$ cat src/rtl/sample_window_buffer.sv
// sample_window_buffer: packs RS232 bytes into 16-bit samples and publishes
// a sliding WINDOW_LEN-sample window every HOP samples under a valid/ack handshake.
module sample_window_buffer #(
    parameter int WINDOW_LEN = 40,
    parameter int HOP        = 8
) (
    input  logic        avm_clk,
    input  logic        avm_rst,
    input  logic        i_clear,
    input  logic        i_byte_valid,
    input  logic [7:0]  i_byte,
    output logic        o_win_valid,
    input  logic        i_win_ack,
    input  logic [5:0]  i_rd_idx,
    output logic [15:0] o_rd_data,
    output logic        o_overrun,
    output logic [15:0] o_win_count
);
    localparam int DEPTH = WINDOW_LEN + HOP;

    typedef enum logic {S_FILL, S_RUN} state_t;

    state_t      state, state_n;
    logic        phase, phase_n;
    logic [7:0]  hi_byte, hi_n;
    logic [5:0]  wr_ptr, wr_ptr_n, base, base_n, fill, fill_n, new_cnt, new_cnt_n;
    logic        win_valid_n, overrun_n;
    logic [15:0] rd_data_n, count_n;
    logic [15:0] mem [DEPTH];
    logic        complete, drop, accept, issue;
    logic [6:0]  wr_inc, base_hop, rd_sum;
    logic [5:0]  rd_addr;

    assign complete = i_byte_valid && phase;
    // A full window plus HOP pending samples leaves no free slot outside the window
    assign drop     = complete && state == S_RUN && o_win_valid && new_cnt == 6'(HOP);
    assign accept   = complete && !drop;
    assign issue    = state == S_RUN && !o_win_valid && new_cnt >= 6'(HOP);
    assign wr_inc   = {1'b0, wr_ptr} + 7'd1;
    assign base_hop = {1'b0, base} + 7'(HOP);
    assign rd_sum   = {1'b0, base} + {1'b0, i_rd_idx};
    assign rd_addr  = rd_sum >= 7'(DEPTH) ? 6'(rd_sum - 7'(DEPTH)) : rd_sum[5:0];

    always_comb begin
        state_n     = state;
        win_valid_n = o_win_valid;
        base_n      = base;
        fill_n      = fill;
        new_cnt_n   = new_cnt;
        count_n     = o_win_count;
        phase_n     = i_byte_valid ? !phase : phase;
        hi_n        = (i_byte_valid && !phase) ? i_byte : hi_byte;
        wr_ptr_n    = !accept ? wr_ptr : (wr_inc >= 7'(DEPTH) ? 6'd0 : wr_inc[5:0]);
        overrun_n   = drop;
        rd_data_n   = i_rd_idx < 6'(WINDOW_LEN) ? mem[rd_addr] : 16'd0;
        if (state == S_FILL) begin
            fill_n = fill + {5'd0, accept};
            if (accept && fill == 6'(WINDOW_LEN - 1)) begin
                state_n     = S_RUN;
                win_valid_n = 1'b1;
                base_n      = 6'd0;
                new_cnt_n   = 6'd0;
                count_n     = o_win_count + 16'd1;
            end
        end else begin
            new_cnt_n   = new_cnt + {5'd0, accept} - (issue ? 6'(HOP) : 6'd0);
            win_valid_n = issue || (o_win_valid && !i_win_ack);
            base_n      = !issue ? base
                        : (base_hop >= 7'(DEPTH) ? 6'(base_hop - 7'(DEPTH)) : base_hop[5:0]);
            count_n     = o_win_count + {15'd0, issue};
        end
        if (i_clear) begin
            state_n     = S_FILL;
            win_valid_n = 1'b0;
            base_n      = 6'd0;
            fill_n      = 6'd0;
            new_cnt_n   = 6'd0;
            count_n     = 16'd0;
            phase_n     = 1'b0;
            hi_n        = hi_byte;
            wr_ptr_n    = 6'd0;
            overrun_n   = 1'b0;
            rd_data_n   = 16'd0;
        end
    end

    always_ff @(posedge avm_clk or posedge avm_rst) begin
        if (avm_rst) begin
            state       <= S_FILL;
            o_win_valid <= 1'b0;
            base        <= 6'd0;
            fill        <= 6'd0;
            new_cnt     <= 6'd0;
            o_win_count <= 16'd0;
            phase       <= 1'b0;
            hi_byte     <= 8'd0;
            wr_ptr      <= 6'd0;
            o_overrun   <= 1'b0;
            o_rd_data   <= 16'd0;
        end else begin
            state       <= state_n;
            o_win_valid <= win_valid_n;
            base        <= base_n;
            fill        <= fill_n;
            new_cnt     <= new_cnt_n;
            o_win_count <= count_n;
            phase       <= phase_n;
            hi_byte     <= hi_n;
            wr_ptr      <= wr_ptr_n;
            o_overrun   <= overrun_n;
            o_rd_data   <= rd_data_n;
        end
    end

    always_ff @(posedge avm_clk) begin
        if (accept && !i_clear)
            mem[wr_ptr] <= {hi_byte, i_byte};
    end
endmodule
$ cat config.mk
export PLATFORM = sky130hd
export DESIGN_NAME = sample_window_buffer
export DESIGN_NICKNAME = d
export VERILOG_FILES = /design/src/rtl/sample_window_buffer.sv
export SDC_FILE = /design/constraint.sdc
export NUM_CORES = 1
export LEC_CHECK = 0
export ABC_AREA = 1
export CORE_MARGIN = 5
export CORE_UTILIZATION = 30
export CTS_CLUSTER_SIZE = 28
export DETAILED_ROUTE_END_ITERATION = 12
export DONT_BUFFER_PORTS = 1
export GPL_TIMING_DRIVEN = 0
export PLACE_DENSITY = 0.55
export SKIP_CTS_REPAIR_TIMING = 1
export SLEW_MARGIN = 25
export SYNTH_ARGS = -nofsm -noshare
export SYNTH_HDL_FRONTEND = slang
export SYNTH_SLANG_ARGS = --single-unit
$ cat constraint.sdc
create_clock -name avm_clk -period 2.89 [get_ports avm_clk]
set_input_delay 0.4335 -clock avm_clk [delete_from_list [all_inputs] [get_ports avm_clk]]
set_output_delay 0.4335 -clock avm_clk [all_outputs]
set_load 0.03 [all_outputs]
==> results by group <==
Outcome
  – Outcome: finished clean

Worst setup path
  – Max incr delay on CP: ~420 ps
  – Crit-path cells: ha_1 > buf_2 > inv_2 > nand3_4 > buf_12 > nand4_1 > nand2_4 > buf_4 > nand3_1 > nand2_2 > nor2_2 > nor2_2
  – Critical path type: reg -> reg
  – Critical Path RT: around 3400 ps
  – Crit-path slowest cell: dfrtp_1
  – Critical path launch point type: register
  – Most common cell on crit path: nor2_2
  – Reg2reg path depth: 12
  – Highest fanout seen on the critical path: 10
  – CP Capture Type: register
  – Reg2reg start: base[3]
  – WP buf/inv: 4
  – R2R setup slack: about 110 ps
  – Reg2reg end: o_rd_data[11]
  – Crit path DAT: roughly 3300 ps
  – Family with the most delay on the worst path: simple AND/OR/NAND/NOR gates

Floorplan
  – Core Footprint: between 100000 and 150000 um2
  – Row count: approximately 120
  – Die Y: 350 um
  – Starting Density: between 30% and 40%
  – Die width: 350 um
  – Full die area: around 120000 um2
  – Top Ports: between 50 and 60

CTS
  – CTS H-tree depth: 3
  – CTS Buffer Depth: 3
  – TritonCTS Buffers: 82
  – Clock latency on the worst-skew pair: roughly 650 ps
  – Clk sinks: 833
  – Clk pin slew, worst setup/hold paths: approximately 60 ps
  – Root Buffer: clkbuf_16
  – CTS tree: yes

Job
  – Maxcap violations: 0

Pwr
  – Tot Pwr: 26900 uW
  – P per Cell Area: about 650 nW/um2
  – Worst VDD drop: between 0.4 and 0.5 mV
  – Lkg Pwr: 0.0149 uW

Cells and area
  – Share of cells above drive strength 1: 14.0%
  – Final Util: between 30% and 40%
  – Seq. cell area: between 20000 and 25000 um2
  – Layout fillers: ~11000
  – Nets: 3242
  – Finished Cell Area: around 41000 um2
  – Area growth syn-to-layout: 19.0%
  – Multi-input gate area: ~9100 um2
  – Commonest cells after routing, fill and taps aside: 924 x nand2_1, 768 x edfxtp_1, 664 x nand3_1
  – Most common cell after layout, fill and taps aside: nand2_1
  – Post-route insts no fill: ~4800

Synthesis
  – Yosys reg bits: 833
  – Sequential share of the synthesized area: 71.4%
  – Post-synthesis cell type count: 36
  – Synth Area per Inst: around 11 um2
  – Syn. warnings: 0
  – Synthesized cell area: 34600 um2
  – Post-Syn Instances: 3030
  – Syn Nets: between 3000 and 4000

Global routing
  – First-pass GRT wire length: 158000 um
  – Total grt overflow: 0
  – Vias in the first global route: ~22000
  – Total Routing Usage GR: about 18%
  – Initial antenna violation count: 4
  – Largest net degree at the start of global routing: 50

Timing
  – Worst-margin pin slew: ~1100 ps
  – Fmax: between 300 and 400 MHz
  – Slew Viols, Final: 0
  – Setup Skew: 32.4 ps
  – Setup violators final: 0
  – Fin crit period: roughly 2800 ps
  – Period utilization: 96.2%
  – Max-slew headroom: a little over a quarter
  – Final hold vios: 0

Hold path
  – Worst hold path class: in -> reg
  – WHS Path Cells: 3
  – Worst Min Path Start: i_byte_valid
  – Hold Path Sink: phase

Place
  – DP Area: 37400 um2
  – Number of port buffers: 0
  – Dpl cells: ~4600
  – GPL Wtd Cong: 0.901
  – Post-DP HPWL: about 73000 um

Drt
  – DR DRC count: 0
  – Routed len/inst: about 24 um
  – Number of DRC markers in iteration 0: 2762
  – WL final: between 100000 and 150000 um
  – Routed vias: about 24000
  – DR vias/cell: roughly 5.0
  – First-pass detailed-route iteration total: 6
  – Post-route ant nets: 0
==> how the worst max path moves through the flow <==
| stage | from | end | depth (start not counted) |
|---|---|---|---|
| after floorplan | new_cnt[4] | mem[11][0] | 10 |
| after detailed placement | new_cnt[4] | mem[38][1] | 11 |
| after CTS | new_cnt[4] | mem[38][9] | 11 |
| after global placement | new_cnt[4] | mem[8][1] | 10 |
| final | base[3] | o_rd_data[11] | 12 |
| after global routing | new_cnt[4] | mem[40][13] | 11 |
==> synthesized netlist by cell type <==
cell        n  area share (%)
nand2_2     2           0.036
nand3_2     2           0.058
o21ai_0    38            0.55
dfrtp_1    65             4.7
nor3_1     12            0.17
nor2_4      1           0.033
nand2_4     1           0.033
buf_2      91             1.3
nand4_1    15            0.27
o21bai_1    1           0.022
edfxtp_1  768              67
inv_1      75            0.81
o22ai_1     3           0.054
o21bai_4    1           0.054
buf_4      39            0.85
and3_1      1           0.018
inv_2       5           0.054
ha_1       20            0.72
nor2_2      2           0.036
inv_4       1           0.018
mux2_2      8            0.26
clkbuf_1   24            0.26
xor2_1      9            0.23
nand3_1   664             9.6
or2_0       2           0.036
xnor2_1     2           0.051
buf_1      11            0.12
nand3b_1    2           0.043
nor2_1    203             2.2
nand3_4     1           0.051
o21a_1      1           0.022
buf_6       6            0.20
a211oi_1    1           0.022
or2_2       7            0.13
a21oi_1    14            0.20
nand2_1   932              10
==> through the flow <==
stage               TNS (ps)  hold slack [ps]  setup slack (ps)
CTS                  -263790             -286              -639
global route            -354             92.7             -19.9
finish                     0             64.6               110
global placement     -754120              462             -1480
detailed placement   -256520              393              -592
floorplan                  0              434               463
==> power breakdown <==
| part | internal [uW] | total, uW | leakage (uW) | switching (uW) |
|---|---|---|---|---|
| Clock | 6580 | 11200 | 0.00135 | 4610 |
| Combinational | 503 | 1860 | 0.00582 | 1360 |
| Sequential | 13500 | 13900 | 0.00777 | 397 |
==> logic make-up (layout without fill, tap and decap cells) <==
logic type / count (synthesis) / after routing / share of synthesized area, %
AOI/OAI and AO/OA: 59 / 59 / 0.926
adders and majority gates: 20 / 20 / 0.723
DFF: 833 / 833 / 71.4
and+or+nand+nor: 1847 / 1847 / 22.8
muxes: 8 / 8 / 0.260
xor gates and xnor gates: 11 / 11 / 0.278
other: 0 / 5 / 0
buffers and inverters: 252 / 490 / 3.62
==> final cells by class <==
cell class | count | area share (%)
inverters | 81 | 0.751
well taps | 1512 | 4.59
diodes | 5 | 0.0304
flip-flops and latches | 833 | 60.0
clock buffers | 101 | 5.36
repair buffers | 89 | 3.34
multi-input cells | 1945 | 22.2
clock inverters | 48 | 1.37
plain buffers | 171 | 2.32
==> sequential cells by signal (all words and copies together) (netlist names) <==
| name | count |
|---|---|
| base | 3 |
| fill | 6 |
| hi_byte | 8 |
| mem | 768 |
| new_cnt | 6 |
| o_overrun | 1 |
| o_rd_data | 16 |
| o_win_count | 16 |
| o_win_valid | 1 |
| phase | 1 |
| state | 1 |
| wr_ptr | 6 |
==> routing by layer <==
layer / vias to the layer above / part of all wire [%] / wire length [um] / GRT usage, %
met2: 1095 / 46 / 52400 / 28.7
li1: 10900 / - / - / -
met5: - / 0.012 / 13 / 0
met1: 11800 / 40 / 45800 / 23.8
met3: 220 / 8.6 / 9760 / 3.32
met4: 2 / 4.5 / 5090 / 7.17
==> tightest hold or removal path, cell delays in order <==
cell,delay [ps]
nand2_1,60
inv_1,110
nor3_1,50
Note: power is estimated with default switching activity, not from simulation.
